$ cat src/rtl/fetch_pkg.sv
// Shared types and program base table for the instruction fetch stage.
package fetch_pkg;

  typedef enum logic [1:0] {IDLE, RUN, HALTED} fetch_state_t;

  localparam int unsigned FETCH_AW = 16;
  localparam int unsigned FETCH_NP = 4;

  localparam logic [FETCH_AW-1:0] PROG_BASE [FETCH_NP] = '{
    16'h0000, 16'h0100, 16'h0200, 16'h0300
  };

  // Out-of-range selections fall back to address 0.
  function automatic logic [FETCH_AW-1:0] prog_base(input int unsigned sel);
    logic [FETCH_AW-1:0] base;
    base = '0;
    for (int unsigned i = 0; i < FETCH_NP; i++) begin
      if (sel == i) base = PROG_BASE[i];
    end
    return base;
  endfunction

endpackage

$ cat src/rtl/next_pc_calc.sv
// Combinational next-PC priority mux: halt/stall hold, then jump, branch, increment.
module next_pc_calc #(
  parameter int unsigned A  = 16,
  parameter int unsigned OW = 8
) (
  input  logic [A-1:0]  pc_i,
  input  logic          halt_req_i,
  input  logic          stall_i,
  input  logic          jump_en_i,
  input  logic [A-1:0]  jump_addr_i,
  input  logic          branch_en_i,
  input  logic [OW-1:0] branch_off_i,
  output logic [A-1:0]  next_pc_o
);

  logic [A-1:0] off_sext;

  assign off_sext = {{(A - OW){branch_off_i[OW-1]}}, branch_off_i};

  always_comb begin
    next_pc_o = pc_i + 1'b1;
    if (halt_req_i || stall_i) begin
      next_pc_o = pc_i;
    end else if (jump_en_i) begin
      next_pc_o = jump_addr_i;
    end else if (branch_en_i) begin
      next_pc_o = pc_i + off_sext;
    end
  end

endmodule

$ cat src/rtl/inst_fetch.sv
// Program counter and fetch-control FSM feeding the combinational instruction ROM.
module inst_fetch
  import fetch_pkg::*;
#(
  parameter int unsigned A  = 16,
  parameter int unsigned OW = 8,
  parameter int unsigned NP = 4,
  parameter int unsigned CW = 16
) (
  input  logic                  Clk,
  input  logic                  Reset_n,
  input  logic                  Start,
  input  logic [$clog2(NP)-1:0] ProgSel,
  input  logic                  Stall,
  input  logic                  BranchEn,
  input  logic [OW-1:0]         BranchOff,
  input  logic                  JumpEn,
  input  logic [A-1:0]          JumpAddr,
  input  logic                  HaltReq,
  output logic [A-1:0]          InstAddress,
  output logic                  Valid,
  output logic                  Done,
  output logic [CW-1:0]         CycleCnt
);

  fetch_state_t state_q, state_d;
  logic [A-1:0]  pc_q, pc_d, run_pc, start_pc;
  logic [CW-1:0] cnt_q, cnt_d;

  assign start_pc = A'(prog_base(32'(ProgSel)));

  next_pc_calc #(
    .A  (A),
    .OW (OW)
  ) u_next_pc_calc (
    .pc_i         (pc_q),
    .halt_req_i   (HaltReq),
    .stall_i      (Stall),
    .jump_en_i    (JumpEn),
    .jump_addr_i  (JumpAddr),
    .branch_en_i  (BranchEn),
    .branch_off_i (BranchOff),
    .next_pc_o    (run_pc)
  );

  always_comb begin
    state_d = state_q;
    pc_d    = pc_q;
    cnt_d   = cnt_q;
    unique case (state_q)
      IDLE, HALTED: begin
        if (Start) begin
          state_d = RUN;
          pc_d    = start_pc;
          cnt_d   = '0;
        end
      end
      RUN: begin
        pc_d  = run_pc;
        // Saturate rather than wrap.
        cnt_d = (&cnt_q) ? cnt_q : cnt_q + 1'b1;
        if (HaltReq) state_d = HALTED;
      end
      default: state_d = IDLE;
    endcase
  end

  always_ff @(posedge Clk or negedge Reset_n) begin
    if (!Reset_n) begin
      state_q <= IDLE;
      pc_q    <= '0;
      cnt_q   <= '0;
    end else begin
      state_q <= state_d;
      pc_q    <= pc_d;
      cnt_q   <= cnt_d;
    end
  end

  assign InstAddress = pc_q;
  assign Valid       = (state_q == RUN);
  assign Done        = (state_q == HALTED);
  assign CycleCnt    = cnt_q;

endmodule
$ cat config.mk
export PLATFORM = sky130hd
export DESIGN_NAME = inst_fetch
export DESIGN_NICKNAME = d
export VERILOG_FILES = /design/src/rtl/fetch_pkg.sv /design/src/rtl/next_pc_calc.sv /design/src/rtl/inst_fetch.sv
export SDC_FILE = /design/constraint.sdc
export NUM_CORES = 1
export LEC_CHECK = 0
export CAP_MARGIN = 20
export CELL_PAD_IN_SITES_DETAIL_PLACEMENT = 0
export CELL_PAD_IN_SITES_GLOBAL_PLACEMENT = 1
export CORE_MARGIN = 2
export CORE_UTILIZATION = 39
export DETAILED_ROUTE_END_ITERATION = 6
export PLACE_DENSITY_LB_ADDON = 0.12
export SETUP_SLACK_MARGIN = 0.1
export SKIP_CTS_REPAIR_TIMING = 1
export SLEW_MARGIN = 10
export SYNTH_ARGS = -nofsm -noshare
export SYNTH_HDL_FRONTEND = slang
export SYNTH_HIERARCHICAL = 1
export SYNTH_SLANG_ARGS = --single-unit
$ cat constraint.sdc
create_clock -name Clk -period 7.8 [get_ports Clk]
set_clock_uncertainty 0.15 [all_clocks]
set_input_delay 0.78 -clock Clk [delete_from_list [all_inputs] [get_ports Clk]]
set_output_delay 0.78 -clock Clk [all_outputs]
set_load 0.02 [all_outputs]
==> run_results.csv <==
group,metric,value,unit
placed_design,port_buffers,66,
placed_design,post-place-ws,3.504,ns
yosys,synth_top_family_by_area,"simple AND/OR/NAND/NOR gates",
setup_path,critical-path-max-stage-delay,0.67,ns
yosys,ys.flop_type,"dfrtp_1",
yosys,synth-seq-cells,34,
setup_path,endpoint_kind,"register",
routing,drt_iter0_drc,151,
clock_tree,cts_tree,"yes",
yosys,synth_edf_count,0,
final_layout,final_cell_mix,"clkdlybuf4s50_1, dfrtp_1, nor2_1, nand2_1",
setup_path,crit_chain,"clkdlybuf4s50_1 -> nand2b_1 -> ha_1 -> fa_1 -> a21o_1 -> a31o_2 -> a21o_1 -> a21oi_1 -> mux2i_1 -> nor4_1 -> a311o_1 -> a22o_1",
clock_tree,cts_root_buf,"clkbuf_8",
yosys,syn-cell-area,0.002621,sq mm
timing,slew_viol_final,0,
final_layout,area_delta_synth_final,30.98,%
routing,drt_wl_total,7580,microns
routing,post_drt_wl_per_cell,16.81,microns
floorplan,core_area,0.006422,sq mm
yosys,synth_area_leader_cell,"dfrtp_1",
yosys,synth_adder_area_share,4.582,%
final_layout,fillCellCount,611,
final_layout,final_layout_size_suffix_gt1_share,6.150,%
timing,hold-worst-slack,0.3875,ns
floorplan,start_util,40.81,%
floorplan,die_h,85.98,microns
yosys,synth.mux.area_fraction,4.200,%
yosys,synth-xor-area-share,2.673,%
yosys,syn_avg_cell_area,8.321,sq um
setup_path,crit_type,"input pin to register",
global_routing,grt_pass1_vias,2475,
yosys,synthCells,315,
pwr,powerDensity,289.6,mW/mm^2
final_layout,num-nets-final,415,
global_routing,overflow,0,
yosys,synth.top_cell.area_share,32.46,%
setup_path,crit_slowest_cell,"clkdlybuf4s50_1",
floorplan,fp-row-count,29,
global_routing,grt_pass1_wl,12570,microns
setup_path,path_common_cell,"a21o_1",
yosys,synth-simple-area-share,26.83,%
yosys,ys_types,53,
worst_hold_path,hp-class,"register to register",
floorplan,dieArea,0.007393,sq mm
floorplan,die_x,85.98,microns
yosys,async_reset_ff_share,100.0,%
timing,period_share,51.62,%
pwr,peakVddDrop,0.0001724,V
setup_path,crit_fanout,9,
timing,setup_ws,3.773,ns
yosys,synth_warnings,6,
setup_path,arrival,4.06,ns
global_routing,track_usage,21.18,%
timing,rsz0062_at_grt,"no",
setup_path,rrSetupSlack,4.61,ns
routing,drt_first_pass_iters,4,
timing,fmax,0.2483,GHz
global_routing,grt_max_degree,36,
placed_design,hpwlAfterDp,5023,microns
yosys,syn_nets,357,
timing,period_minus_slack,4.027,ns
floorplan,io_pins,67,
final_layout,diodes,0,
clock_tree,clockBufferDepth,2,
timing,hold_violations,0,
clock_tree,clk_latency,0.29,ns
timing,tightest_slew,1.041,ns
clock_tree,cts_sinks,34,
timing,final.setup.tns,0,ns
clock_tree,cts_buffers,5,
timing,slew_headroom,30.16,%
job,drv_cap,0,
yosys,synth.area.top_cells,"dfrtp_1, a22o_1, mux2i_1",
timing,setup_viol_count_final,0,
clock_tree,cts_max_level,2,
routing,ant_nets,0,
yosys,synth_sequential_area_ratio,32.46,%
yosys,synth_compound_area_share,25.06,%
routing,route.detailed.drc,0,
setup_path,worstPathRequired,7.83,ns
global_routing,antenna_found_initial,0,
final_layout,layout_commonest_cell,"clkdlybuf4s50_1",
clock_tree,clk_pin_slew,0.08,ns
setup_path,cp-start-kind,"input pin",
routing,vias_per_cell,5.803,
placed_design,gp_congestion,0.8128,
routing,vias,2617,
run_status,status,"complete, no violations",
pwr,p_leak,1.466,nW
[cell families (layout without fill, tap and decap cells)]
kind of cell               Yosys count  after routing
and+or+nand+nor                    130            130
buffers and inverters               27             86
muxes                               11             11
adders and majority gates            9              9
AOI/OAI and AO/OA                   96             96
DFF                                 34             34
xor gates and xnor gates             8              8
[cell type report]
cell class | instances | area (sq um) | area share, %
Clock buffer | 5 | 68.82 | 2.004
Clock inverter | 3 | 40.04 | 1.166
Inverter | 9 | 33.78 | 0.9840
Multi-Input combinational cell | 254 | 1660 | 48.36
Sequential cell | 34 | 850.8 | 24.78
Tap cell | 77 | 96.34 | 2.806
Timing Repair Buffer | 69 | 683.2 | 19.90
[critical path: cells and delay by family]
kind	cells	cell delay, ns
multiplexers	1	0.29
AND/OR/NAND/NOR	2	0.18
buffers and inverters	1	0.67
AO/OA/AOI/OAI	6	1.51
adder cells (fa/ha/maj)	2	0.62
[layer usage]
layer | part of all wire, % | vias up | track usage [%]
li1 | - | 1293 | -
met1 | 52 | 1253 | 31.62
met5 | 0 | - | 0
met3 | 5.0 | 6 | 4.331
met4 | 0.73 | 0 | 4.473
met2 | 42 | 65 | 31.50
[registers in the layout, indices dropped and copies added, names as in the netlist]
signal       flops
CycleCnt        16
InstAddress     16
state_q          2
[cell usage after synthesis, types with 2 or more instances]
| master | instances |
|---|---|
| dfrtp_1 | 34 |
| nand2_1 | 26 |
| nor2_1 | 26 |
| a21oi_1 | 18 |
| nand3_1 | 18 |
| a31oi_1 | 16 |
| clkbuf_1 | 16 |
| a22o_1 | 15 |
| o21ai_0 | 15 |
| nor3_1 | 12 |
| mux2i_1 | 11 |
| and2_1 | 8 |
| ha_1 | 8 |
| inv_1 | 8 |
| nand4_1 | 6 |
| xnor2_1 | 6 |
| a21o_1 | 5 |
| and3_1 | 5 |
| nor2b_1 | 5 |
| o21ai_1 | 5 |
| nand2b_1 | 4 |
| nor4_1 | 4 |
| o21a_1 | 4 |
| a311o_1 | 3 |
| or3_1 | 3 |
| a211oi_1 | 2 |
| a41oi_1 | 2 |
| nand2_2 | 2 |
| nor3b_1 | 2 |
| o211ai_1 | 2 |
| xor2_1 | 2 |
[power by group]
| group | switching [mW] | internal [mW] | leakage (nW) |
|---|---|---|---|
| clock | 0.0719 | 0.0942 | 0.0579 |
| sequential | 0.107 | 0.234 | 0.453 |
| combinational | 0.254 | 0.234 | 0.955 |
[worst paths after layout]
| path | cells past startpoint | end | startpoint |
|---|---|---|---|
| setup reg to reg | 10 | InstAddress[12] | InstAddress[0] |
| min in group asynchronous | 2 | InstAddress[15] | Reset_n |
| hold reg to reg | 1 | CycleCnt[10] | CycleCnt[10] |
| setup / recovery | 12 | InstAddress[12] | BranchEn |
| hold / removal | 1 | CycleCnt[10] | CycleCnt[10] |
| max in group asynchronous | 2 | state_q[0] | Reset_n |
[metrics by stage]
stage	area [sq um]	cells	utilization, %	power [mW]
5_1_grt	3433	451	53.46	1.067
2_1_floorplan	2621	315	-	0.6238
3_3_place_gp	3324	443	51.76	0.8245
3_5_place_dp	3324	443	51.76	0.8277
6_report	3433	451	53.46	0.9942
4_1_cts	3433	451	53.46	0.9994
No activity file was read; power rests on OpenSTA's default activity.
